[config.mk]
export PLATFORM = sky130hd
export DESIGN_NAME = ahbmgrarb
export DESIGN_NICKNAME = d
export VERILOG_FILES = /design/src/rtl/ahbmgrarb.sv
export SDC_FILE = /design/constraint.sdc
export NUM_CORES = 1
export LEC_CHECK = 0
export BUFFER_PORTS_ARGS = -buffer_cell sky130_fd_sc_hd__buf_2
export CAP_MARGIN = 20
export CORE_AREA = 2 2 136 138
export CTS_CLUSTER_DIAMETER = 200
export DETAILED_ROUTE_END_ITERATION = 6
export DIE_AREA = 0 0 138 140
export PLACE_DENSITY = 0.75
export SYNTH_ARGS = -nofsm -noshare
export SYNTH_HDL_FRONTEND = slang
export SYNTH_SLANG_ARGS = --single-unit
[constraint.sdc]
create_clock -name HCLK -period 4.5 [get_ports HCLK]
set_clock_uncertainty 0.05 [all_clocks]
set_input_delay 0 -clock HCLK [delete_from_list [all_inputs] [get_ports HCLK]]
set_output_delay 0 -clock HCLK [all_outputs]
set_load 0.1 [all_outputs]
[src/rtl/ahbmgrarb.sv]
// Two-manager AHB-Lite arbiter in front of the uncore subordinate port.
// Owner passes through combinationally; a non-owner's address phase is buffered and replayed.
module ahbmgrarb #(
  parameter int unsigned PA_BITS = 32,
  parameter int unsigned AHBW    = 32,
  parameter int unsigned XLEN    = 32
) (
  input  logic                HCLK,
  input  logic                HRESETn,
  input  logic [PA_BITS-1:0]  M0HADDR,
  input  logic                M0HWRITE,
  input  logic [2:0]          M0HSIZE,
  input  logic [2:0]          M0HBURST,
  input  logic [3:0]          M0HPROT,
  input  logic [1:0]          M0HTRANS,
  input  logic                M0HMASTLOCK,
  input  logic [AHBW-1:0]     M0HWDATA,
  input  logic [XLEN/8-1:0]   M0HWSTRB,
  output logic                M0HREADY,
  output logic                M0HRESP,
  output logic [AHBW-1:0]     M0HRDATA,
  input  logic [PA_BITS-1:0]  M1HADDR,
  input  logic                M1HWRITE,
  input  logic [2:0]          M1HSIZE,
  input  logic [2:0]          M1HBURST,
  input  logic [3:0]          M1HPROT,
  input  logic [1:0]          M1HTRANS,
  input  logic                M1HMASTLOCK,
  input  logic [AHBW-1:0]     M1HWDATA,
  input  logic [XLEN/8-1:0]   M1HWSTRB,
  output logic                M1HREADY,
  output logic                M1HRESP,
  output logic [AHBW-1:0]     M1HRDATA,
  output logic [PA_BITS-1:0]  HADDR,
  output logic                HWRITE,
  output logic [2:0]          HSIZE,
  output logic [2:0]          HBURST,
  output logic [3:0]          HPROT,
  output logic [1:0]          HTRANS,
  output logic                HMASTLOCK,
  output logic [AHBW-1:0]     HWDATA,
  output logic [XLEN/8-1:0]   HWSTRB,
  input  logic [AHBW-1:0]     HRDATA,
  input  logic                HREADY,
  input  logic                HRESP,
  output logic                HGRANT
);

  typedef struct packed {
    logic [PA_BITS-1:0] addr;
    logic               write;
    logic [2:0]         size;
    logic [2:0]         burst;
    logic [3:0]         prot;
    logic               lock;
  } ctl_t;

  logic       owner_q, data_valid_q, data_owner_q;
  logic [1:0] held_q;
  ctl_t       cap_q [2];

  ctl_t       live [2];
  logic [1:0] trans [2];
  logic       switch_own, sel;
  ctl_t       sub;
  logic [1:0] sub_trans;
  logic [1:0] mready;
  logic [1:0] capture;

  always_comb begin
    live[0]  = '{addr: M0HADDR, write: M0HWRITE, size: M0HSIZE, burst: M0HBURST,
                 prot: M0HPROT, lock: M0HMASTLOCK};
    live[1]  = '{addr: M1HADDR, write: M1HWRITE, size: M1HSIZE, burst: M1HBURST,
                 prot: M1HPROT, lock: M1HMASTLOCK};
    trans[0] = M0HTRANS;
    trans[1] = M1HTRANS;
  end

  // Hand over only at a NONSEQ/IDLE boundary of an unlocked owner (HTRANS[0]=1 is SEQ/BUSY).
  always_comb begin
    switch_own = HREADY & held_q[~owner_q] & ~held_q[owner_q] & ~trans[owner_q][0]
                 & ~live[owner_q].lock;
    sel        = switch_own ? ~owner_q : owner_q;
    if (held_q[sel]) begin
      sub       = cap_q[sel];
      sub_trans = 2'b10;
    end else begin
      sub       = live[sel];
      sub_trans = trans[sel];
    end
  end

  always_comb begin
    mready  = '1;
    capture = '0;
    for (int x = 0; x < 2; x++) begin
      if (data_valid_q && (data_owner_q == 1'(x))) begin
        mready[x] = HREADY;
      end else if (held_q[x]) begin
        mready[x] = 1'b0;
      end else if ((owner_q == 1'(x)) && !switch_own) begin
        mready[x] = HREADY;
      end else begin
        mready[x] = 1'b1;
      end
      // A manager not driving the subordinate live this cycle gets its request buffered.
      capture[x] = mready[x] & trans[x][1] & (sel != 1'(x));
    end
  end

  always_ff @(posedge HCLK or negedge HRESETn) begin
    if (!HRESETn) begin
      owner_q      <= 1'b0;
      data_valid_q <= 1'b0;
      data_owner_q <= 1'b0;
      held_q       <= '0;
      cap_q[0]     <= '0;
      cap_q[1]     <= '0;
    end else begin
      owner_q <= sel;
      for (int x = 0; x < 2; x++) begin
        if (capture[x]) begin
          held_q[x] <= 1'b1;
          cap_q[x]  <= live[x];
        end
      end
      if (HREADY) begin
        if (sub_trans[1]) begin
          data_valid_q <= 1'b1;
          data_owner_q <= sel;
          if (held_q[sel]) held_q[sel] <= 1'b0;
        end else begin
          data_valid_q <= 1'b0;
        end
      end
    end
  end

  always_comb begin
    HADDR     = sub.addr;
    HWRITE    = sub.write;
    HSIZE     = sub.size;
    HBURST    = sub.burst;
    HPROT     = sub.prot;
    HMASTLOCK = sub.lock;
    HTRANS    = sub_trans;
    HWDATA    = data_owner_q ? M1HWDATA : M0HWDATA;
    HWSTRB    = data_owner_q ? M1HWSTRB : M0HWSTRB;
    HGRANT    = sel;
    M0HREADY  = mready[0];
    M1HREADY  = mready[1];
    M0HRESP   = HRESP & data_valid_q & ~data_owner_q;
    M1HRESP   = HRESP & data_valid_q & data_owner_q;
    M0HRDATA  = HRDATA;
    M1HRDATA  = HRDATA;
  end

endmodule

==> results of run 1 <==
state kept, by name, indices dropped and copies added (netlist names):
| signal | cells |
|---|---|
| data_owner_q | 1 |
| held_q | 2 |
| owner_q | 1 |
| data_valid_q | 1 |
| cap_q | 88 |
worst max-delay path: stages (launching register included):
cell	delay, ps
dfrtp_4	610
nor4_1	290
o21ai_0	210
ha_4	600
buf_4	630
nor3_1	110
a21oi_1	180
nand2_1	90
o2bb2ai_1	130
dlygate4sd3_1	550
synthesized netlist by cell type:
master | instances | area (um^2)
a21oi_1 | 49 | 245
a211oi_1 | 44 | 330
nor2b_4 | 1 | 13.8
or2_2 | 1 | 6.26
o2bb2ai_1 | 1 | 8.76
nand2b_1 | 1 | 6.26
nand3b_1 | 2 | 15.0
nand3_2 | 1 | 10.0
inv_1 | 3 | 11.3
dfrtp_1 | 93 | 2330
buf_2 | 12 | 60.1
buf_1 | 7 | 26.3
nor2_1 | 4 | 15.0
nor2b_1 | 46 | 288
mux2_1 | 40 | 450
and3_1 | 1 | 6.26
o21bai_2 | 1 | 11.3
nor4_1 | 1 | 6.26
nor3_1 | 2 | 10.0
buf_4 | 64 | 480
mux2i_1 | 44 | 440
buf_6 | 8 | 90.1
nand2_1 | 5 | 18.8
a31oi_1 | 1 | 6.26
ha_1 | 2 | 25.0
clkbuf_1 | 13 | 48.8
o21ai_0 | 3 | 15.0
mux2_2 | 84 | 946
nand4b_4 | 1 | 23.8
and2_1 | 2 | 12.5
worst max path at each step:
stage | slack [ps] | depth (start not counted) | to | startpoint
after floorplan | 130 | 10 | data_owner_q | held_q[0]
after global placement | 1180 | 5 | cap_q[60] | held_q[0]
after detailed placement | 1120 | 5 | cap_q[56] | held_q[0]
after CTS | 910 | 9 | data_owner_q | held_q[0]
after global routing | 610 | 9 | data_owner_q | held_q[0]
final | 880 | 9 | data_owner_q | held_q[0]
kinds of logic (layout without fill, tap and decap cells):
logic type	count (synthesis)	in the layout	synth area share [%]
AO/OA/AOI/OAI	99	99	10.4
AND/OR/NAND/NOR	68	68	7.25
adder cells (fa/ha/maj)	2	2	0.420
multiplexers	168	168	30.8
other	0	1	0
flip-flops	93	93	39.1
buffers and inverters	107	404	12.0
timing repair:
item / 4_1_cts / 5_1_grt
hold buffers: 124 / 0
hold endpoints to repair: 206 / 0
resized for setup: 0 / 0
final cells by class:
type	instances	area share, %
Multi-Input combinational cell	337	33.4
Timing Repair Buffer	385	33.0
Sequential cell	93	26.7
Tap cell	229	3.28
Clock buffer	13	2.98
Clock inverter	3	0.501
Inverter	3	0.129
Antenna cell	1	0.0286
per-stage QoR:
| stage | worst slack (ps) | instance area, um^2 |
|---|---|---|
| global route | 607 | 8740 |
| detailed placement | 1120 | 6880 |
| finish | 884 | 8750 |
| CTS | 914 | 8740 |
| global placement | 1180 | 6880 |
| floorplan | 131 | 5950 |
routing by layer:
layer	GRT usage, %	wire [um]	vias up
met5	0	0	-
met4	5.32	247	0
met3	4.85	1010	17
met2	31.7	9110	194
met1	22.3	7650	2472
li1	-	-	2453
==> reports/qor.yml, run 1 <==
cap_viol_max_count: 0
cts_buffer_depth: 2
dieArea_mm2: 0.0193
drv_slew: 0
postRouteAntennaNets: 0
syn_nets: 739
min_from: "M0HTRANS[1]"
seq_area_frac_synth_pct: 39.1
hold_slack_ps: 39.4
tightestPinTransition_ps: 947
wl_per_cell_um: 16.9
num_vias: 5136
hold_viol: 0
synthCells: 537
multi_input_area_mm2: 0.00292
whs_endpoint: "held_q[0]"
hp-class: "primary input to register"
criticalPathCategory: "register to register"
register_area_mm2: 0.00233
start_util_pct: 33.5
critical_path_required_ps: 4680
drt_pre_antenna_iters: 4
routed_wirelength_um: 18000
ys_ff_latch: 93
grt_usage_pct: 18.2
crit_path_end_kind: "register"
synth.distinct_cells: 30
io-pin-count: 351
port_buffers: 254
rows: 49
syn_area_mm2: 0.00595
r2r_start: "held_q[0]"
finalCriticalPeriod_ps: 3620
cts_setup_buffers: 0
fin_cells: 1064
layout.nets: 1031
die_width_um: 138
max_freq_mhz: 277
crit_path_start_kind: "register"
dr.first_iter.drc_count: 150
crit_arrival_ps: 3790
tritoncts: "done"
syn_area_per_cell_um2: 11.1
cp_max_fo: 63
dpl.cell_count: 923
maxSlewHeadroom_pct: 36.9
reg2regPathDepth: 9
path_clk_slew_ps: 70
yosys_warnings: 0
finish.utilization_pct: 49.2
vias_per_cell: 4.83
drc_errors: 0
status: "complete, no violations"
syn2layout_area_growth_pct: 46.9
drive_gt1_share_pct: 47.8
setup_viol_count_final: 0
reg2reg_to: "data_owner_q"
clock_latency_ps: 340
antenna_found_initial: 1
fillCellCount: 1589
cts.sinks: 93
gr-total-overflow: 0
fin_crit_sh_pct: 80.4
hold_depth: 3
dp_hpwl_um: 11500
grt_max_degree: 64
grt_pass1_wl_um: 28400
fp.coreArea_mm2: 0.0178
rrSetupSlack_ps: 880
htree_levels: 3
rsz0062_at_grt: "no"
place_congestion: 0.816
layout_common_cells: "buf_2, dlygate4sd3_1, dfrtp_1"
root_buffer: "clkbuf_16"
layout_commonest_cell: "buf_2"
grt_pass1_vias: 5415
cts_made_buffers: 9
fin_setup_tns_ps: 0
die_y_um: 140
Power of run 1 is left out: the tool's default activity adds up to more than one toggle a clock period on the data nets, which glitch-free logic cannot reach.
==> run 2: changes to the inputs <==
--- a/config.mk
+++ b/config.mk
@@ -7,11 +7,11 @@
 export LEC_CHECK = 0
 export BUFFER_PORTS_ARGS = -buffer_cell sky130_fd_sc_hd__buf_2
 export CAP_MARGIN = 20
-export CORE_AREA = 2 2 136 138
+export CORE_AREA = 2 2 137 139
 export CTS_CLUSTER_DIAMETER = 200
 export DETAILED_ROUTE_END_ITERATION = 6
-export DIE_AREA = 0 0 138 140
-export PLACE_DENSITY = 0.75
+export DIE_AREA = 0 0 139 141
+export PLACE_DENSITY = 0.74
 export SYNTH_ARGS = -nofsm -noshare
 export SYNTH_HDL_FRONTEND = slang
 export SYNTH_SLANG_ARGS = --single-unit
==> constraint.sdc (replaced) <==
create_clock -name HCLK -period 3.4 [get_ports HCLK]
set_clock_uncertainty 0.05 [all_clocks]
set_input_delay 0 -clock HCLK [delete_from_list [all_inputs] [get_ports HCLK]]
set_output_delay 0 -clock HCLK [all_outputs]
set_load 0.1 [all_outputs]
==> reports/qor.yml, run 2 (synthesis gave the netlist of run 1 again) <==
status: "complete, no violations"
fin_cells: 1072
gr-total-overflow: 0
clock_latency_ps: 350
hold_viol: 0
crit_arrival_ps: 3010
postRouteAntennaNets: 0
port_buffers: 254
place_congestion: 0.849
r2r_start: "held_q[0]"
finalCriticalPeriod_ps: 3060
largestRegisters: "cap_q (88), held_q (2)"
cts_made_buffers: 9
layout_common_cells: "buf_2, dlygate4sd3_1, dfrtp_1"
crit_end: "HADDR[4]"
crit_path_start_kind: "register"
rows: 50
dp_hpwl_um: 12000
die_width_um: 139
diodes: 0
io-pin-count: 351
root_buffer: "clkbuf_16"
path_clk_slew_ps: 70
drc_errors: 0
tritoncts: "done"
dieArea_mm2: 0.0196
reg2reg_to: "held_q[0]"
layout_commonest_cell: "buf_2"
syn2layout_area_growth_pct: 58.4
cts_setup_buffers: 0
dr.first_iter.drc_count: 144
maxSlewHeadroom_pct: 41.8
vias_per_cell: 4.84
max_freq_mhz: 327
cap_viol_max_count: 0
multi_input_area_mm2: 0.00311
criticalPathCategory: "register to output pin"
critical_path_required_ps: 3350
fp.coreArea_mm2: 0.0183
cts.sinks: 93
grt_max_degree: 66
grt_usage_pct: 18.2
top_register: "cap_q"
fin_ws_ps: 340
cts_buffer_depth: 2
drive_gt1_share_pct: 53.7
largest_reg_flops: 88
antenna_found_initial: 0
htree_levels: 3
cp_max_fo: 65
num_vias: 5188
fillCellCount: 1529
fin_setup_tns_ps: 0
crit_path_end_kind: "output pin"
min_from: "HRDATA[9]"
tightestPinTransition_ps: 873
hp-class: "primary input to output pin"
layout.nets: 1035
grt_pass1_wl_um: 28600
drv_slew: 0
rsz0062_at_grt: "no"
dp_slack_ps: 642
fin_crit_sh_pct: 90.0
grt_pass1_vias: 5426
drt_pre_antenna_iters: 4
register_area_mm2: 0.00233
die_y_um: 141
dpl.cell_count: 932
setup_viol_count_final: 0
start_util_pct: 32.6
crit_path_start: "held_q[0]"
reg2regPathDepth: 7
wl_per_cell_um: 17.2
rrSetupSlack_ps: 420
routed_wirelength_um: 18400
[run 2: area by class of cell]
cell class | count | share of cell area (%)
inverters | 3 | 0.119
repair buffers | 389 | 35.8
flip-flops and latches | 93 | 24.7
well taps | 234 | 3.10
multi-input cells | 337 | 33.0
clock inverters | 5 | 0.637
clock buffers | 11 | 2.57
[run 2: worst min path at each step]
| stage | to | slack [ps] | cells past startpoint |
|---|---|---|---|
| after floorplan | cap_q[0] | -350 | 0 |
| after global placement | M0HRDATA[30] | -50 | 0 |
| after detailed placement | M0HRDATA[30] | -50 | 0 |
| after CTS | M0HRDATA[2] | 130 | 1 |
| after global routing | M1HRDATA[22] | 130 | 1 |
| final | M0HRDATA[9] | 130 | 1 |
[run 2: timing repair]
| action | CTS | global route |
|---|---|---|
| hold buffers | 124 | 0 |
| resized for setup | 0 | 0 |
| endpoints found under the hold margin | 208 | 0 |
[run 2: critical path, cell delays in order, from the launching register on]
cell	delay, ps
dfrtp_4	490
nor4_1	290
o21ai_0	210
ha_4	350
buf_4	650
a211oi_1	150
a21oi_2	250
buf_12	210
[run 2: per-layer routing]
metal	up-vias	GRT usage, %	routed length (um)
met3	29	4.89	1080
met4	0	5.79	361
met2	192	32.4	9430
li1	2446	-	-
met5	-	0	0
met1	2521	21.5	7520
[run 2: through the flow]
stage          util (%)  hold WS, ps  area (um^2)
2_1_floorplan         -         -346         6140
3_3_place_gp       41.4        -48.9         7570
3_5_place_dp       41.4        -48.9         7570
4_1_cts            51.6          131         9430
5_1_grt            51.6          132         9430
6_report           51.6          131         9430
Power of run 2 is left out for the same reason.
==> run 3: changes to the inputs <==
--- a/config.mk
+++ b/config.mk
@@ -7,11 +7,12 @@
 export LEC_CHECK = 0
 export BUFFER_PORTS_ARGS = -buffer_cell sky130_fd_sc_hd__buf_2
 export CAP_MARGIN = 20
-export CORE_AREA = 2 2 137 139
+export CELL_PAD_IN_SITES_DETAIL_PLACEMENT = 0
+export CELL_PAD_IN_SITES_GLOBAL_PLACEMENT = 2
+export CORE_UTILIZATION = 25
 export CTS_CLUSTER_DIAMETER = 200
 export DETAILED_ROUTE_END_ITERATION = 6
-export DIE_AREA = 0 0 139 141
-export PLACE_DENSITY = 0.74
+export PLACE_DENSITY = 0.91
 export SYNTH_ARGS = -nofsm -noshare
 export SYNTH_HDL_FRONTEND = slang
 export SYNTH_SLANG_ARGS = --single-unit
==> reports/qor.yml, run 3 (synthesis gave the netlist of run 1 again) <==
status: "finished with violations"
violations: "DRC"
fin_setup_tns_ps: 0
rsz0062_at_grt: "no"
start_util_pct: 25.4
r2r_start: "held_q[1]"
criticalPathCategory: "register to output pin"
setup_viol_count_final: 0
htree_levels: 3
drive_gt1_share_pct: 53.7
fin_ws_ps: 492
top_layer: "met4"
reg2reg_to: "cap_q[75]"
layout_commonest_cell: "buf_2"
syn2layout_area_growth_pct: 62.2
dp_hpwl_um: 11600
rrSetupSlack_ps: 800
fp.coreArea_mm2: 0.0234
path_clk_slew_ps: 60
layout_common_cells: "buf_2, dlygate4sd3_1, dfrtp_1"
dr.first_iter.drc_count: 124
cts_setup_buffers: 0
crit_path_start_kind: "register"
cts_buffer_depth: 2
maxSlewHeadroom_pct: 34.4
tightestPinTransition_ps: 984
max_freq_mhz: 344
wl_met2_um: 8650
crit_path_end_kind: "output pin"
grt_pass1_wl_um: 27100
place_congestion: 0.737
critical_path_required_ps: 3350
top_register: "cap_q"
num_vias: 5028
cap_viol_max_count: 0
grt_pass1_vias: 5225
finalCriticalPeriod_ps: 2910
vias_per_cell: 4.35
routed_wirelength_um: 17300
hold_depth: 1
dp_slack_ps: 757
gr-total-overflow: 0
largest_reg_flops: 88
fin_crit_sh_pct: 85.5
cp_max_fo: 24
largestRegisters: "cap_q (88), held_q (2)"
die_y_um: 156
dieArea_mm2: 0.0244
whs_endpoint: "M1HRDATA[19]"
layout.nets: 1035
grt_usage_pct: 14.3
die_width_um: 156
min_from: "HRDATA[19]"
hold_slack_ps: 131
drt_pre_antenna_iters: 6
drv_slew: 0
drc_errors: 1
tritoncts: "done"
antenna_found_initial: 0
wl_met1_um: 7540
rows: 56
diodes: 0
cts.sinks: 93
root_buffer: "clkbuf_16"
crit_arrival_ps: 2860
cts_made_buffers: 9
grt_max_degree: 93
reg2regPathDepth: 7
hp-class: "primary input to output pin"
ctsResizeCount: 0
io-pin-count: 351
wl_per_cell_um: 15.0
clock_latency_ps: 340
postRouteAntennaNets: 0
port_buffers: 254
met3WireLength_um: 957
hold_viol: 0
run 3: changes by cell type in the layout (fill, tap and decap cells not counted), moves of 2 or more:
cell	delta
buf_12	+5
buf_2	-4
bufinv_16	+3
clkinv_4	-2
run 3: layout make-up:
class	instances	area (um^2)
clock buffer	9	225
multi-input combinational	337	3110
clock inverter	5	125
tap	319	399
fill	2196	13700
sequential	93	2330
timing repair buffer	389	3450
inverter	3	11.3
run 3: worst max path at each step:
stage | startpoint | endpoint | slack (ps) | cells after the start
after CTS | held_q[1] | HADDR[15] | 480 | 8
after floorplan | held_q[1] | HADDR[11] | 10 | 10
after global routing | owner_q | HADDR[14] | 280 | 9
after detailed placement | held_q[1] | cap_q[66] | 760 | 7
final | held_q[1] | HADDR[14] | 490 | 8
after global placement | held_q[1] | cap_q[61] | 780 | 7
run 3: critical path, cell delays in order (launching register included):
cell	delay (ps)
dfrtp_4	490
nand3b_1	150
nor3_1	120
o21ai_0	200
ha_4	460
buf_4	350
a211oi_1	110
a21oi_2	180
buf_2	440
run 3: per-layer routing:
| metal | vias up | track usage (%) |
|---|---|---|
| met5 | - | 0 |
| met4 | 0 | 3.41 |
| met3 | 15 | 3.77 |
| met2 | 146 | 25.1 |
| met1 | 2424 | 17.2 |
| li1 | 2443 | - |
run 3: repair_timing:
item,in CTS,in global routing
endpoints found under the hold margin,225,0
hold buffers,124,0
endpoints found under the setup margin,0,0
run 3: metrics by stage:
stage	cell area (um^2)	instances	util (%)
after CTS	9660	1155	41.3
final	9660	1155	41.3
after floorplan	6140	537	-
after detailed placement	7750	1017	33.1
after global placement	7750	1017	33.1
after global routing	9660	1155	41.3
Power of run 3 is left out for the same reason.
